===== config.mk =====
export PLATFORM = sky130hd
export DESIGN_NAME = multicycle_ctrl_fsm
export DESIGN_NICKNAME = d
export VERILOG_FILES = /design/src/rtl/multicycle_ctrl_fsm.sv
export SDC_FILE = /design/constraint.sdc
export NUM_CORES = 1
export LEC_CHECK = 0
export ABC_AREA = 1
export BUFFER_PORTS_ARGS = -buffer_cell sky130_fd_sc_hd__buf_4
export CAP_MARGIN = 30
export CORE_MARGIN = 3
export CORE_UTILIZATION = 44
export DETAILED_ROUTE_END_ITERATION = 6
export PLACE_DENSITY = 0.73
export SKIP_LAST_GASP = 1
export SLEW_MARGIN = 20
export SYNTH_ARGS = -nofsm -noshare
export SYNTH_HDL_FRONTEND = slang
export SYNTH_SLANG_ARGS = --single-unit
export TNS_END_PERCENT = 10

===== constraint.sdc =====
create_clock -name clk -period 1.3 [get_ports clk]
set_input_delay 0.26 -clock clk [delete_from_list [all_inputs] [get_ports clk]]
set_output_delay 0.26 -clock clk [all_outputs]
set_load 0.01 [all_outputs]

===== src/rtl/multicycle_ctrl_fsm.sv =====
// multicycle_ctrl_fsm: Moore control sequencer for the shared-resource multicycle RV32I datapath
module multicycle_ctrl_fsm #(
   parameter bit USE_MEM_READY = 1'b1,
   parameter int STATE_W       = 4
) (
   input  logic               clk,
   input  logic               reset,
   input  logic [6:0]         op,
   input  logic               Zero,
   input  logic               MemReady,
   output logic               MemReq,
   output logic               AdrSrc,
   output logic               IRWrite,
   output logic [1:0]         ALUSrcA,
   output logic [1:0]         ALUSrcB,
   output logic [1:0]         ALUOp,
   output logic [1:0]         ResultSrc,
   output logic [1:0]         ImmSrc,
   output logic               RegWrite,
   output logic               MemWrite,
   output logic               PCWrite,
   output logic               Illegal,
   output logic [STATE_W-1:0] State
);
   typedef enum logic [STATE_W-1:0] {
      S_FETCH    = 0,
      S_DECODE   = 1,
      S_MEMADR   = 2,
      S_MEMREAD  = 3,
      S_MEMWB    = 4,
      S_MEMWRITE = 5,
      S_EXECUTER = 6,
      S_EXECUTEI = 7,
      S_ALUWB    = 8,
      S_BEQ      = 9,
      S_JAL      = 10,
      S_ILLEGAL  = 11
   } state_t;

   state_t     r_state, w_next;
   logic       r_memreq, r_adrsrc, r_fetch, r_regwrite, r_memwrite, r_pcupdate, r_branch, r_illegal;
   logic [1:0] r_alusrca, r_alusrcb, r_aluop, r_resultsrc;
   logic       w_memreq, w_adrsrc, w_fetch, w_regwrite, w_memwrite, w_pcupdate, w_branch, w_illegal;
   logic [1:0] w_alusrca, w_alusrcb, w_aluop, w_resultsrc;
   logic       w_ready;

   assign w_ready = USE_MEM_READY ? MemReady : 1'b1;

   // next-state: memory states stall on w_ready, DECODE dispatches on opcode, stray codes recover to FETCH
   always_comb begin
      w_next = S_FETCH;
      case (r_state)
         S_FETCH:    w_next = w_ready ? S_DECODE : S_FETCH;
         S_DECODE:
            case (op)
               7'b0000011, 7'b0100011: w_next = S_MEMADR;
               7'b0110011:             w_next = S_EXECUTER;
               7'b0010011:             w_next = S_EXECUTEI;
               7'b1100011:             w_next = S_BEQ;
               7'b1101111:             w_next = S_JAL;
               default:                w_next = S_ILLEGAL;
            endcase
         S_MEMADR:   w_next = (op == 7'b0000011) ? S_MEMREAD : S_MEMWRITE;
         S_MEMREAD:  w_next = w_ready ? S_MEMWB : S_MEMREAD;
         S_MEMWRITE: w_next = w_ready ? S_FETCH : S_MEMWRITE;
         S_MEMWB:    w_next = S_FETCH;
         S_EXECUTER, S_EXECUTEI, S_JAL: w_next = S_ALUWB;
         default:    w_next = S_FETCH;
      endcase
   end

   // Moore output table for the state being entered, so outputs come straight from flops
   always_comb begin
      w_memreq    = 1'b0;
      w_adrsrc    = 1'b0;
      w_fetch     = 1'b0;
      w_alusrca   = 2'b00;
      w_alusrcb   = 2'b00;
      w_aluop     = 2'b00;
      w_resultsrc = 2'b00;
      w_regwrite  = 1'b0;
      w_memwrite  = 1'b0;
      w_pcupdate  = 1'b0;
      w_branch    = 1'b0;
      w_illegal   = 1'b0;
      case (w_next)
         S_FETCH: begin
            w_memreq    = 1'b1;
            w_fetch     = 1'b1;
            w_alusrcb   = 2'b10;
            w_resultsrc = 2'b10;
         end
         S_DECODE: begin
            w_alusrca = 2'b01;
            w_alusrcb = 2'b01;
         end
         S_MEMADR: begin
            w_alusrca = 2'b10;
            w_alusrcb = 2'b01;
         end
         S_MEMREAD: begin
            w_memreq = 1'b1;
            w_adrsrc = 1'b1;
         end
         S_MEMWB: begin
            w_resultsrc = 2'b01;
            w_regwrite  = 1'b1;
         end
         S_MEMWRITE: begin
            w_memreq   = 1'b1;
            w_adrsrc   = 1'b1;
            w_memwrite = 1'b1;
         end
         S_EXECUTER: begin
            w_alusrca = 2'b10;
            w_aluop   = 2'b10;
         end
         S_EXECUTEI: begin
            w_alusrca = 2'b10;
            w_alusrcb = 2'b01;
            w_aluop   = 2'b10;
         end
         S_ALUWB:   w_regwrite = 1'b1;
         S_BEQ: begin
            w_alusrca = 2'b10;
            w_aluop   = 2'b01;
            w_branch  = 1'b1;
         end
         S_JAL: begin
            w_alusrca  = 2'b01;
            w_alusrcb  = 2'b10;
            w_pcupdate = 1'b1;
         end
         S_ILLEGAL: w_illegal = 1'b1;
         default:   w_illegal = 1'b0;
      endcase
   end

   // state and registered Moore outputs; reset lands on FETCH values immediately
   always_ff @(posedge clk or posedge reset) begin
      if (reset) begin
         r_state     <= S_FETCH;
         r_memreq    <= 1'b1;
         r_adrsrc    <= 1'b0;
         r_fetch     <= 1'b1;
         r_alusrca   <= 2'b00;
         r_alusrcb   <= 2'b10;
         r_aluop     <= 2'b00;
         r_resultsrc <= 2'b10;
         r_regwrite  <= 1'b0;
         r_memwrite  <= 1'b0;
         r_pcupdate  <= 1'b0;
         r_branch    <= 1'b0;
         r_illegal   <= 1'b0;
      end else begin
         r_state     <= w_next;
         r_memreq    <= w_memreq;
         r_adrsrc    <= w_adrsrc;
         r_fetch     <= w_fetch;
         r_alusrca   <= w_alusrca;
         r_alusrcb   <= w_alusrcb;
         r_aluop     <= w_aluop;
         r_resultsrc <= w_resultsrc;
         r_regwrite  <= w_regwrite;
         r_memwrite  <= w_memwrite;
         r_pcupdate  <= w_pcupdate;
         r_branch    <= w_branch;
         r_illegal   <= w_illegal;
      end
   end

   assign State     = r_state;
   assign AdrSrc    = r_adrsrc;
   assign ALUSrcA   = r_alusrca;
   assign ALUSrcB   = r_alusrcb;
   assign ALUOp     = r_aluop;
   assign ResultSrc = r_resultsrc;
   assign MemReq    = r_memreq & ~reset;
   assign IRWrite   = r_fetch & w_ready & ~reset;
   assign RegWrite  = r_regwrite & ~reset;
   assign MemWrite  = r_memwrite & ~reset;
   assign Illegal   = r_illegal & ~reset;
   assign PCWrite   = ~reset & ((r_fetch & w_ready) | r_pcupdate | (r_branch & Zero));
   assign ImmSrc    = (op == 7'b0100011) ? 2'b01 :
                      (op == 7'b1100011) ? 2'b10 :
                      (op == 7'b1101111) ? 2'b11 : 2'b00;
endmodule


==> results of run 1 <==
metrics by stage:
step	TNS [ns]	hold slack, ns	utilization [%]
2_1_floorplan	0	0.196	-
3_3_place_gp	-0.154	0.327	65.4
6_report	-0.580	0.0176	68.2
3_5_place_dp	-0.417	0.329	65.4
5_1_grt	-1.84	0.0318	68.2
4_1_cts	-0.677	0.0201	67.5
worst min-delay path by stage:
stage | start | endpoint | slack (ns) | depth (start not counted)
4_1_cts | reset | r_illegal$_DFF_PP0_ | 0.02 | 3
6_report | reset | ALUOp[0]$_DFF_PP0_ | 0.02 | 3
3_5_place_dp | reset | ALUOp[0]$_DFF_PP0_ | 0.33 | 3
2_1_floorplan | reset | ALUOp[0]$_DFF_PP0_ | 0.20 | 1
5_1_grt | reset | r_illegal$_DFF_PP0_ | 0.03 | 3
3_3_place_gp | reset | ALUOp[0]$_DFF_PP0_ | 0.33 | 3
critical path, cell delays in order (launching register included):
cell and delay [ns]:
dfstp_2 0.56, nand2_2 0.06, a21oi_2 0.12, buf_4 0.13
final cells by class:
cell class / instances / area, um^2
inverter: 24 / 95.1
sequential: 18 / 457
timing repair buffer: 43 / 323
multi-input combinational: 72 / 462
fill: 158 / 656
tap: 27 / 33.8
clock buffer: 4 / 36.3
cell families (layout without fill, tap and decap cells):
group / Yosys count / after routing / synth area share (%)
flip-flops: 18 / 18 / 44.8
AND/OR/NAND/NOR: 66 / 66 / 40.2
buffers and inverters: 26 / 71 / 10.8
AO/OA/AOI/OAI: 6 / 6 / 4.19
layout by cell type (no fill, tap or decap), drive strengths merged:
master  count
inv        24
a31oi       1
nand2      26
buf        43
and3        2
o21ai       2
dfrtp      15
dfstp       3
nor3        2
clkbuf      4
a21oi       3
nand3      15
nor2       21
flip-flops by register name, indices dropped and copies added (netlist names):
signal / count
r_illegal: 1
r_memreq: 1
ALUSrcB: 2
ALUSrcA: 2
ResultSrc: 1
r_pcupdate: 1
r_fetch: 1
AdrSrc: 1
r_regwrite: 1
r_memwrite: 1
ALUOp: 2
State: 4
synthesized netlist by cell type:
cell type	instances	share of area [%]
nand3_1	8	3.9
inv_2	4	1.5
a21oi_1	3	1.5
o21ai_0	1	0.49
nor2_1	13	4.8
inv_1	18	6.7
buf_4	2	1.5
nand3_2	5	4.9
inv_4	2	1.2
nand2_1	17	6.3
dfrtp_1	15	37
nor2_2	3	1.8
nor3_1	1	0.49
nand2_2	8	4.9
o21ai_4	1	1.6
nor2_4	5	5.5
nand3_4	2	3.5
a31oi_1	1	0.62
nor3_4	1	1.6
dfstp_2	3	7.8
nand2_4	1	1.1
and3_1	2	1.2
per-layer routing:
metal | global-route usage (%) | part of all wire, % | up-vias
li1 | - | - | 446
met1 | 19.2 | 38 | 406
met2 | 29.6 | 54 | 29
met3 | 3.88 | 5.9 | 4
met4 | 5.81 | 1.3 | 0
met5 | 0 | 0 | -
timing repair:
item / in CTS / in global routing
hold endpoints to repair: 0 / 0
resized for setup: 3 / 3
setup buffers: 0 / 1
pin swaps: 2 / 1
endpoints found under the setup margin: 13 / 17
where the power goes:
group	internal, mW	switching [mW]	leakage, nW	total, mW
registers	0.805	0.142	0.230	0.947
logic	0.746	0.974	0.561	1.72
clock network	0.170	0.168	0.0210	0.338
==> impl_results.md, run 1 <==
- Initial antenna violation count: 0
- Root Buffer: clkbuf_4
- Wire per inst: between 10 and 15 um
- Grt ovf: 0
- Worst Path Max Fanout: 2
- LEAKAGE: a little over 0.8 nW
- DR vias/cell: ~4.7
- Worst EP required: ~1.0 ns
- Total inserted antenna cells: 0
- RSZ-0062 raised after global routing: true
- Fin. Hold Viols: 0
- Hold crit path type: in2async
- CTS Buf Count: 3
- Port buffer count: 31
- Critical path class: reg2out
- Die height: 54.0 um
- Worst slew margin: between 80% and 90%
- R2r endpoint: ALUSrcA[0]$_DFF_PP0_
- Fin Clk Skew: 0.00170 ns
- CP endpoint kind: output port
- Core ar.: between 2000 and 2500 um^2
- Max_cap viols: 0
- CTS tree: built
- Min Tclk post-route: 1.42 ns
- Placed instance area: ~1300 um^2
- Crit path capture: PCWrite
- Clock sinks: 18
- Syn Area/Cell: 8.75 um^2
- Vias post-DR: roughly 890
- Iter 0 DRT Violations: 7
- Cell row count: 16
- Post-Route WL: roughly 2.2 mm
- Syn Nets: around 130
- Share of the yosys chip area belonging to registers: between 40% and 50%
- First-pass GRT wire length: approximately 3.5 mm
- Yosys warnings: 0
- Routability congestion estimate: 0.780
- Worst slew pin tran: approximately 0.24 ns
- Largest net degree at the start of global routing: 19
- Share of layout cells above drive strength 1: between 50% and 60%
- Final-stage net count: roughly 170
- DP Cell Count: ~180
- Startpoint types: flip-flop
- CTS clk-pin slew, worst paths: around 0.1 ns
- Die width: between 50 and 60 um
- DR DRC count: 0
- Synthesized area: between 1000 and 1500 um^2
- Pre-CTS WS: -0.0764 ns
- H-tree depth: 1
- Io pins: 32
- Reg2Reg Depth: 9
- Worst-Skew Late Latency: between 0.2 and 0.3 ns
- Critical path launch point: r_fetch$_DFF_PP1_
- Final setup fails: 13
- Initial Utilization: 49.2%
- Placed wire-length estimate: about 1.8 mm
- Final worst slack: -0.118 ns
- Violated checks: setup timing
- Post-route clock period utilization: 109%
- PwrDens: 2140 nW/um^2
- Vias in the first global route: 798
- Status: complete, but fails checks
- Total GRT Usage: about 17%
- Final Slew Violations: 0
- Crit Reg-Reg Startpoint: State[2]$_DFF_PP0_
- VDD IR max: ~0.0010 V
- Fin area: roughly 1400 um^2
- Area Growth Syn to Fin: 38.6%
- Hold Buf Count CTS: 0
- Die area: about 3000 um^2
- ANT nets after route: 0
- Synth unique cells: 22
- CP arrival: between 1 and 1.5 ns
- FMAX: roughly 700 MHz
- Final Non-Filler Cells: between 150 and 200
- Synth Instances: roughly 120
- Worst R2R Setup Slack: -0.07 ns
- Seq cells post-synth: 18
- DRT Pass-1 Iters: 4
- Tot Pwr: 3.01 mW
- Max Root-Sink Buffers: 2
Note: power is estimated with default switching activity, not from simulation.
==> inputs of run 2 (changes only) <==
--- a/config.mk
+++ b/config.mk
@@ -5,13 +5,13 @@
 export SDC_FILE = /design/constraint.sdc
 export NUM_CORES = 1
 export LEC_CHECK = 0
-export ABC_AREA = 1
+export ABC_AREA = 0
 export BUFFER_PORTS_ARGS = -buffer_cell sky130_fd_sc_hd__buf_4
 export CAP_MARGIN = 30
 export CORE_MARGIN = 3
-export CORE_UTILIZATION = 44
+export CORE_UTILIZATION = 45
 export DETAILED_ROUTE_END_ITERATION = 6
-export PLACE_DENSITY = 0.73
+export PLACE_DENSITY = 0.74
 export SKIP_LAST_GASP = 1
 export SLEW_MARGIN = 20
 export SYNTH_ARGS = -nofsm -noshare
==> run 2 against run 1 <==
  * The run still ends with setup timing left
  * Sequential power shrank 4.6%
  * Total power up 21%
  * First-iteration DRC count rose to 4.7 times the previous value
  * Clock skew rose by 0.0023 ns
  * Final cell count increased by 2.7%
  * Via count up 20%
  * Wire length is 50% higher
  * Clock power fell by 14%
  * Sequential cell count unchanged
  * Worst hold slack got worse by 0.012 ns
  * Worst setup slack worse by 0.43 ns
  * Register-to-register slack worse by 0.48 ns
  * Critical path type is now reg2reg
  * Largest power group unchanged
==> impl_results.md, run 2 <==
- Worst EP required: 1.51 ns (was 1.04 ns)
- Syn Nets: 108 (was 127)
- Max_cap viols: 0 (unchanged)
- Wire per inst: 17.0 um (was 11.6 um)
- Total GRT Usage: 21.7% (was 16.6%)
- Initial antenna violation count: 0 (unchanged)
- CTS clk-pin slew, worst paths: 0.10 ns (about the same)
- Total inserted antenna cells: 0 (unchanged)
- Clock Power Share: 7.9% (was 11.3%)
- Fin Clk Skew: 0.00403 ns (was 0.00170 ns)
- Vias in the first global route: 1020 (was 798)
- Post-route clock period utilization: 142% (was 109%)
- RSZ-0062 raised after global routing: true (unchanged)
- Critical path class: reg2reg (was reg2out)
- PwrDens: 2180 nW/um^2 (was 2140 nW/um^2)
- Min Tclk post-route: 1.85 ns (was 1.42 ns)
- Worst Path Max Fanout: 5 (was 2)
- CTS tree: built (unchanged)
- Internal power: 2.18 mW (was 1.72 mW)
- Synthesized area: 1030 um^2 (was 1010 um^2)
- Share of layout cells above drive strength 1: 62.7% (was 54.7%)
- Top post-synthesis cells by count: dfrtp_1 (15), nor2_1 (11), a21oi_1 (6) (was inv_1 (18), nand2_1 (17), dfrtp_1 (15))
- Most common cell in the netlist: dfrtp_1 (was inv_1)
- Synth area leaders: dfrtp_1 (36%), dfstp_2 (7.7%), nor4_4 (4.1%) (was dfrtp_1 (37%), dfstp_2 (7.8%), inv_1 (6.7%))
- First-pass GRT wire length: 4.44 mm (was 3.45 mm)
- Setup TNS: -7.51 ns (was -0.580 ns)
- Max Root-Sink Buffers: 2 (unchanged)
- CTS Buf Count: 3 (unchanged)
- Final Slew Violations: 0 (unchanged)
- Core ar.: 2060 um^2 (unchanged)
- ANT nets after route: 0 (unchanged)
- Commonest cells after routing, fill and taps aside: buf_4 (68), dfrtp_1 (13), nor2_1 (9) (was buf_4 (43), inv_1 (17), nand2_1 (16))
- Pre-CTS WS: -0.466 ns (was -0.0764 ns)
- Die width: 53.8 um (was 54.0 um)
- Vias post-DR: 1062 (was 885)
- CP arrival: 2.06 ns (was 1.16 ns)
- Dominant synthesized flop cell: dfrtp_1 (unchanged)
- Initial Utilization: 49.9% (was 49.2%)
- Max reg flops: 4 (unchanged)
- Iter 0 DRT Violations: 33 (was 7)
- VDD IR max: 0.00187 V (was 0.00105 V)
- Port buffer count: 31 (unchanged)
- H-tree depth: 1 (unchanged)
- Largest net degree at the start of global routing: 19 (unchanged)
- Sequential share of power: 24.7% (was 31.5%)
- EDFF count, synth: 0 (unchanged)
- Area Growth Syn to Fin: 62.6% (was 38.6%)
- DR DRC count: 0 (unchanged)
- Startpoint types: flip-flop (unchanged)
- Synth area leader: dfrtp_1 (unchanged)
- Fin area: 1670 um^2 (was 1410 um^2)
- Min Hold Slack: 0.00542 ns (was 0.0176 ns)
- Root Buffer: clkbuf_4 (unchanged)
- DR vias/cell: 5.50 (was 4.71)
- Die area: 2900 um^2 (was 2920 um^2)
- Yosys warnings: 0 (unchanged)
- Hold Buf Count CTS: 0 (unchanged)
- Status: complete, but fails checks (unchanged)
- Syn Area/Cell: 10.6 um^2 (was 8.75 um^2)
- Asr flop ratio synth: 100% (unchanged)
- Die height: 53.8 um (was 54.0 um)
- Grt ovf: 0 (unchanged)
- Post-Route WL: 3.28 mm (was 2.19 mm)
- Violated checks: setup timing (unchanged)
- Fin. Hold Viols: 0 (unchanged)
- Placed instance area: 1510 um^2 (was 1350 um^2)
- Sw frac: 40.4% (was 42.7%)
- Worst-Skew Late Latency: 0.30 ns (was 0.28 ns)
- Hold crit path type: in2async (unchanged)
- Worst slew margin: 74.6% (was 84.1%)
- Synth unique cells: 42 (was 22)
- Routability congestion estimate: 0.880 (was 0.780)
- NetSw: 1.47 mW (was 1.28 mW)
- CP endpoint kind: flip-flop (was output port)
- Commonest non-fill, non-tap cell in the layout: buf_4 (unchanged)
- LEAKAGE: 0.837 nW (was 0.812 nW)
- Area share of the largest cell type after synthesis: 36.5% (was 37.0%)
- Gate power share: 67.3% (was 57.2%)
- FMAX: 540 MHz (was 705 MHz)
- Share of the yosys chip area belonging to registers: 44.1% (was 44.8%)
- Worst slew pin tran: 0.376 ns (was 0.237 ns)
- Synth Instances: 97 (was 116)
- Placed wire-length estimate: 2.21 mm (was 1.81 mm)
- Final-stage net count: 178 (was 173)
- DRT Pass-1 Iters: 5 (was 4)
- Io pins: 32 (unchanged)
- Seq cells post-synth: 18 (unchanged)
- Clock sinks: 18 (unchanged)
- Final setup fails: 24 (was 13)
- Cell row count: 16 (unchanged)
- Final worst slack: -0.551 ns (was -0.118 ns)
## run 2: cell count changes after synthesis, moves of 3 or more
cell     delta
inv_1      -13
nand2_1    -12
nand2_2     -7
nand3_1     -5
nor2_4      -5
nor2b_1     +5
buf_2       +4
inv_2       -4
nand3_2     -4
a21oi_1     +3
nand4_1     +3
nor2_2      -3
## run 2: worst paths after layout
kind                               startpoint                     end  slack (ns)  depth (start not counted)
max in group asynchronous               reset    ALUSrcB[1]$_DFF_PP1_        1.04                          3
min                                     reset     r_illegal$_DFF_PP0_       0.005                          3
min reg2reg                State[3]$_DFF_PP0_      r_memreq$_DFF_PP1_        0.62                          2
max                        State[0]$_DFF_PP0_    r_regwrite$_DFF_PP0_       -0.55                          5
max reg2reg                State[0]$_DFF_PP0_    r_regwrite$_DFF_PP0_       -0.55                          5
min in group clk                     MemReady  ResultSrc[0]$_DFF_PP0_        0.44                          3
## run 2: layout make-up
| class | count | area [um^2] |
|---|---|---|
| Clock buffer | 4 | 26.3 |
| Fill cell | 117 | 388 |
| Inverter | 6 | 27.5 |
| Multi-Input combinational cell | 66 | 574 |
| Sequential cell | 18 | 457 |
| Tap cell | 27 | 33.8 |
| Timing Repair Buffer | 72 | 556 |
## run 2: metal layers
metal	GRT usage (%)	vias to the layer above	part of all wire (%)
li1	-	495	-
met1	25.3	510	38
met2	37.3	52	54
met3	6.65	5	7.8
met4	7.66	0	0.61
met5	0	-	0
## run 2: power groups by stage
stage | Sequential, mW | Combinational, mW | Clock (mW)
after CTS | 0.898 | 2.08 | 0.291
after global routing | 0.925 | 2.62 | 0.326
after floorplan | 0.932 | 0.993 | 0
after detailed placement | 0.917 | 1.91 | 0
final | 0.903 | 2.46 | 0.290
after global placement | 0.904 | 1.86 | 0
## run 2: kinds of logic (layout without fill, tap and decap cells)
| kind of cell | count (synthesis) | in the layout | share of synthesized area (%) |
|---|---|---|---|
| muxes | 1 | 1 | 1.09 |
| AOI/OAI and AO/OA | 20 | 20 | 15.7 |
| buffers and inverters | 13 | 82 | 6.80 |
| DFF | 18 | 18 | 44.1 |
| and+or+nand+nor | 45 | 45 | 32.3 |
## run 2: repair_timing
action | CTS | global route
setup buffers | 4 | 2
gates cloned | 0 | 0
gates resized for setup | 6 | 15
setup endpoints to repair | 23 | 26
pin swaps | 2 | 8
## run 2: metrics by stage
stage          utilization [%]  instances  power [mW]
5_1_grt                   81.2        193        3.87
6_report                  81.2        193        3.65
3_3_place_gp              73.4        183        2.76
3_5_place_dp              73.4        183        2.82
4_1_cts                   77.2        191        3.26
2_1_floorplan                -         97        1.92
## run 2: worst max-delay path, cell delays in order, from the launching register on
cell and delay [ns]:
dfrtp_1 0.42, or4b_4 0.58, a21oi_1 0.31, nor4_4 0.12, buf_4 0.15, a211oi_2 0.19
==> inputs of run 3 (changes only) <==
--- a/config.mk
+++ b/config.mk
@@ -9,9 +9,10 @@
 export BUFFER_PORTS_ARGS = -buffer_cell sky130_fd_sc_hd__buf_4
 export CAP_MARGIN = 30
 export CORE_MARGIN = 3
-export CORE_UTILIZATION = 45
+export CORE_UTILIZATION = 47
+export CTS_BUF_LIST = sky130_fd_sc_hd__clkbuf_8
 export DETAILED_ROUTE_END_ITERATION = 6
-export PLACE_DENSITY = 0.74
+export PLACE_DENSITY = 0.77
 export SKIP_LAST_GASP = 1
 export SLEW_MARGIN = 20
 export SYNTH_ARGS = -nofsm -noshare
==> run 3 against run 2 <==
  * The run still ends with setup timing left
  * Die area decreased by 3.8%
  * Critical path depth increased by 2
  * First-iteration DRC count down 24%
  * Wire length decreased by 7.8%
  * Sequential share of layout area up 1.1 points
  * Clock power increased by 29%
  * Core utilization is 1.9 points lower
  * Highest routed layer unchanged
  * Via count is 2.8% lower
==> impl_results.md, run 3 (synthesized netlist as in run 2, its figures left out) <==
- CP arrival: 1.96 ns (was 2.06 ns)
- Worst slew margin: 69.2% (was 74.6%)
- CP endpoint kind: flip-flop (unchanged)
- Clock sinks: 18 (unchanged)
- Sequential cell area: 455 um^2 (was 457 um^2)
- CTS clk-pin slew, worst paths: 0.06 ns (was 0.10 ns)
- Initial antenna violation count: 0 (unchanged)
- Area Growth Syn to Fin: 55.7% (was 62.6%)
- Wire per inst: 16.2 um (was 17.0 um)
- Commonest non-fill, non-tap cell in the layout: buf_4 (unchanged)
- LEAKAGE: 0.810 nW (was 0.837 nW)
- Hold crit path type: in2async (unchanged)
- Final-stage net count: 172 (was 178)
- Status: complete, but fails checks (unchanged)
- Fin Clk Skew: 0.000728 ns (was 0.00403 ns)
- Gate power share: 62.8% (was 67.3%)
- Sequential share of power: 26.3% (was 24.7%)
- H-tree depth: 1 (unchanged)
- Port buffer count: 31 (unchanged)
- DP Cell Count: 180 (was 183)
- NetSw: 1.32 mW (was 1.47 mW)
- Vias in the first global route: 996 (was 1020)
- Total inserted antenna cells: 0 (unchanged)
- Internal power: 2.10 mW (was 2.18 mW)
- Worst slew pin tran: 0.457 ns (was 0.376 ns)
- Final Slew Violations: 0 (unchanged)
- Vias post-DR: 1032 (was 1062)
- Clock Power Share: 10.9% (was 7.9%)
- CTS Buf Count: 3 (unchanged)
- Min Hold Slack: 0.0865 ns (was 0.00542 ns)
- First-pass GRT wire length: 4.57 mm (was 4.44 mm)
- DRT Pass-1 Iters: 4 (was 5)
- Multi-input gate area: 549 um^2 (was 574 um^2)
- Worst R2R Setup Slack: -0.50 ns (was -0.55 ns)
- Total GRT Usage: 22.7% (was 21.7%)
- Final worst slack: -0.496 ns (was -0.551 ns)
- Commonest cells after routing, fill and taps aside: buf_4 (66), dfrtp_1 (14), nor2_1 (11) (was buf_4 (68), dfrtp_1 (13), nor2_1 (9))
- Max_cap viols: 0 (unchanged)
- Final Non-Filler Cells: 187 (was 193)
- Placed wire-length estimate: 2.24 mm (was 2.21 mm)
- Worst Path Max Fanout: 7 (was 5)
- Grt ovf: 0 (unchanged)
- FMAX: 557 MHz (was 540 MHz)
- Max reg flops: 4 (unchanged)
- Fin util: 79.3% (was 81.2%)
- PwrDens: 2130 nW/um^2 (was 2180 nW/um^2)
- DR vias/cell: 5.52 (was 5.50)
- Die width: 52.8 um (was 53.8 um)
- Post-route clock period utilization: 138% (was 142%)
- Largest net degree at the start of global routing: 19 (unchanged)
- Worst EP required: 1.46 ns (was 1.51 ns)
- Io pins: 32 (unchanged)
- ANT nets after route: 0 (unchanged)
- Die height: 52.8 um (was 53.8 um)
- Post-Route WL: 3.03 mm (was 3.28 mm)
- # fillers: 131 (was 117)
- Violated checks: setup timing (unchanged)
- CTS tree: built (unchanged)
- DR DRC count: 0 (unchanged)
- Routability congestion estimate: 0.913 (was 0.880)
- Critical path class: reg2reg (unchanged)
- Share of layout cells above drive strength 1: 58.1% (was 62.7%)
- Max Root-Sink Buffers: 2 (unchanged)
- Cell row count: 16 (unchanged)
- RSZ-0062 raised after global routing: true (unchanged)
- Die area: 2790 um^2 (was 2900 um^2)
- Final setup fails: 22 (was 24)
- Iter 0 DRT Violations: 25 (was 33)
- VDD IR max: 0.00145 V (was 0.00187 V)
- Startpoint types: flip-flop (unchanged)
- Root Buffer: clkbuf_8 (was clkbuf_4)
- Pre-CTS WS: -0.449 ns (was -0.466 ns)
- Sw frac: 38.5% (was 40.4%)
- Tot Pwr: 3.42 mW (was 3.65 mW)
- Fin. Hold Viols: 0 (unchanged)
- Worst-Skew Late Latency: 0.24 ns (was 0.30 ns)
- Min Tclk post-route: 1.80 ns (was 1.85 ns)
- Core ar.: 2020 um^2 (was 2060 um^2)
- Initial Utilization: 50.9% (was 49.9%)
[run 3: cell count changes in the layout (fill, tap and decap cells not counted), sizes merged]
cell    before  now
inv          5    6
clkbuf       4    3
buf         72   66
[run 3: critical path, cell delays in order (launching register included)]
cell     delay [ns]
dfrtp_2        0.43
buf_4          0.15
buf_4          0.15
nor4b_4        0.31
nand4_1        0.26
nand3_4        0.19
nand2_2        0.09
o22ai_1        0.13
[run 3: path summary, 6_finish.rpt]
check                              startpoint                     end  depth (start not counted)
setup reg to reg           State[2]$_DFF_PP0_    ALUSrcA[1]$_DFF_PP0_                          7
setup / recovery           State[2]$_DFF_PP0_    ALUSrcA[1]$_DFF_PP0_                          7
max in group asynchronous               reset    ALUSrcB[1]$_DFF_PP1_                          3
hold / removal                          reset    r_memwrite$_DFF_PP0_                          3
hold reg to reg            State[3]$_DFF_PP0_      r_memreq$_DFF_PP1_                          2
min in group clk                     MemReady  ResultSrc[0]$_DFF_PP0_                          3
[run 3: through the flow]
step / instance area [um^2] / setup TNS (ns)
after floorplan: 1030 / -5.75
after detailed placement: 1490 / -6.04
after global placement: 1490 / -5.35
after CTS: 1560 / -6.05
final: 1600 / -7.19
after global routing: 1600 / -8.39
[run 3: final cells by class]
class,count,area share [%]
multi-input cells,66,34.3
repair buffers,66,30.9
flip-flops and latches,18,28.4
clock buffers,3,2.58
well taps,27,2.11
inverters,6,1.48
clock inverters,1,0.234
[run 3: what timing repair did]
action	4_1_cts	5_1_grt
pin swaps	0	3
setup endpoints to repair	21	21
setup buffers	1	2
cloned	0	0
hold buffers	0	0
resized for setup	3	6
[run 3: power groups by stage]
stage	sequential, mW	combinational [mW]	clock, mW
CTS	0.903	1.99	0.373
floorplan	0.932	0.993	0
detailed placement	0.905	1.90	0
global placement	0.892	1.85	0
global route	0.918	2.30	0.402
finish	0.900	2.15	0.373
[run 3: routing by layer]
metal | track usage (%) | share of wire (%) | up-vias
met5 | 0 | 0 | -
met4 | 4.68 | 0.99 | 0
met3 | 5.13 | 5.7 | 4
met2 | 41.9 | 53 | 41
met1 | 26.5 | 41 | 506
li1 | - | - | 481
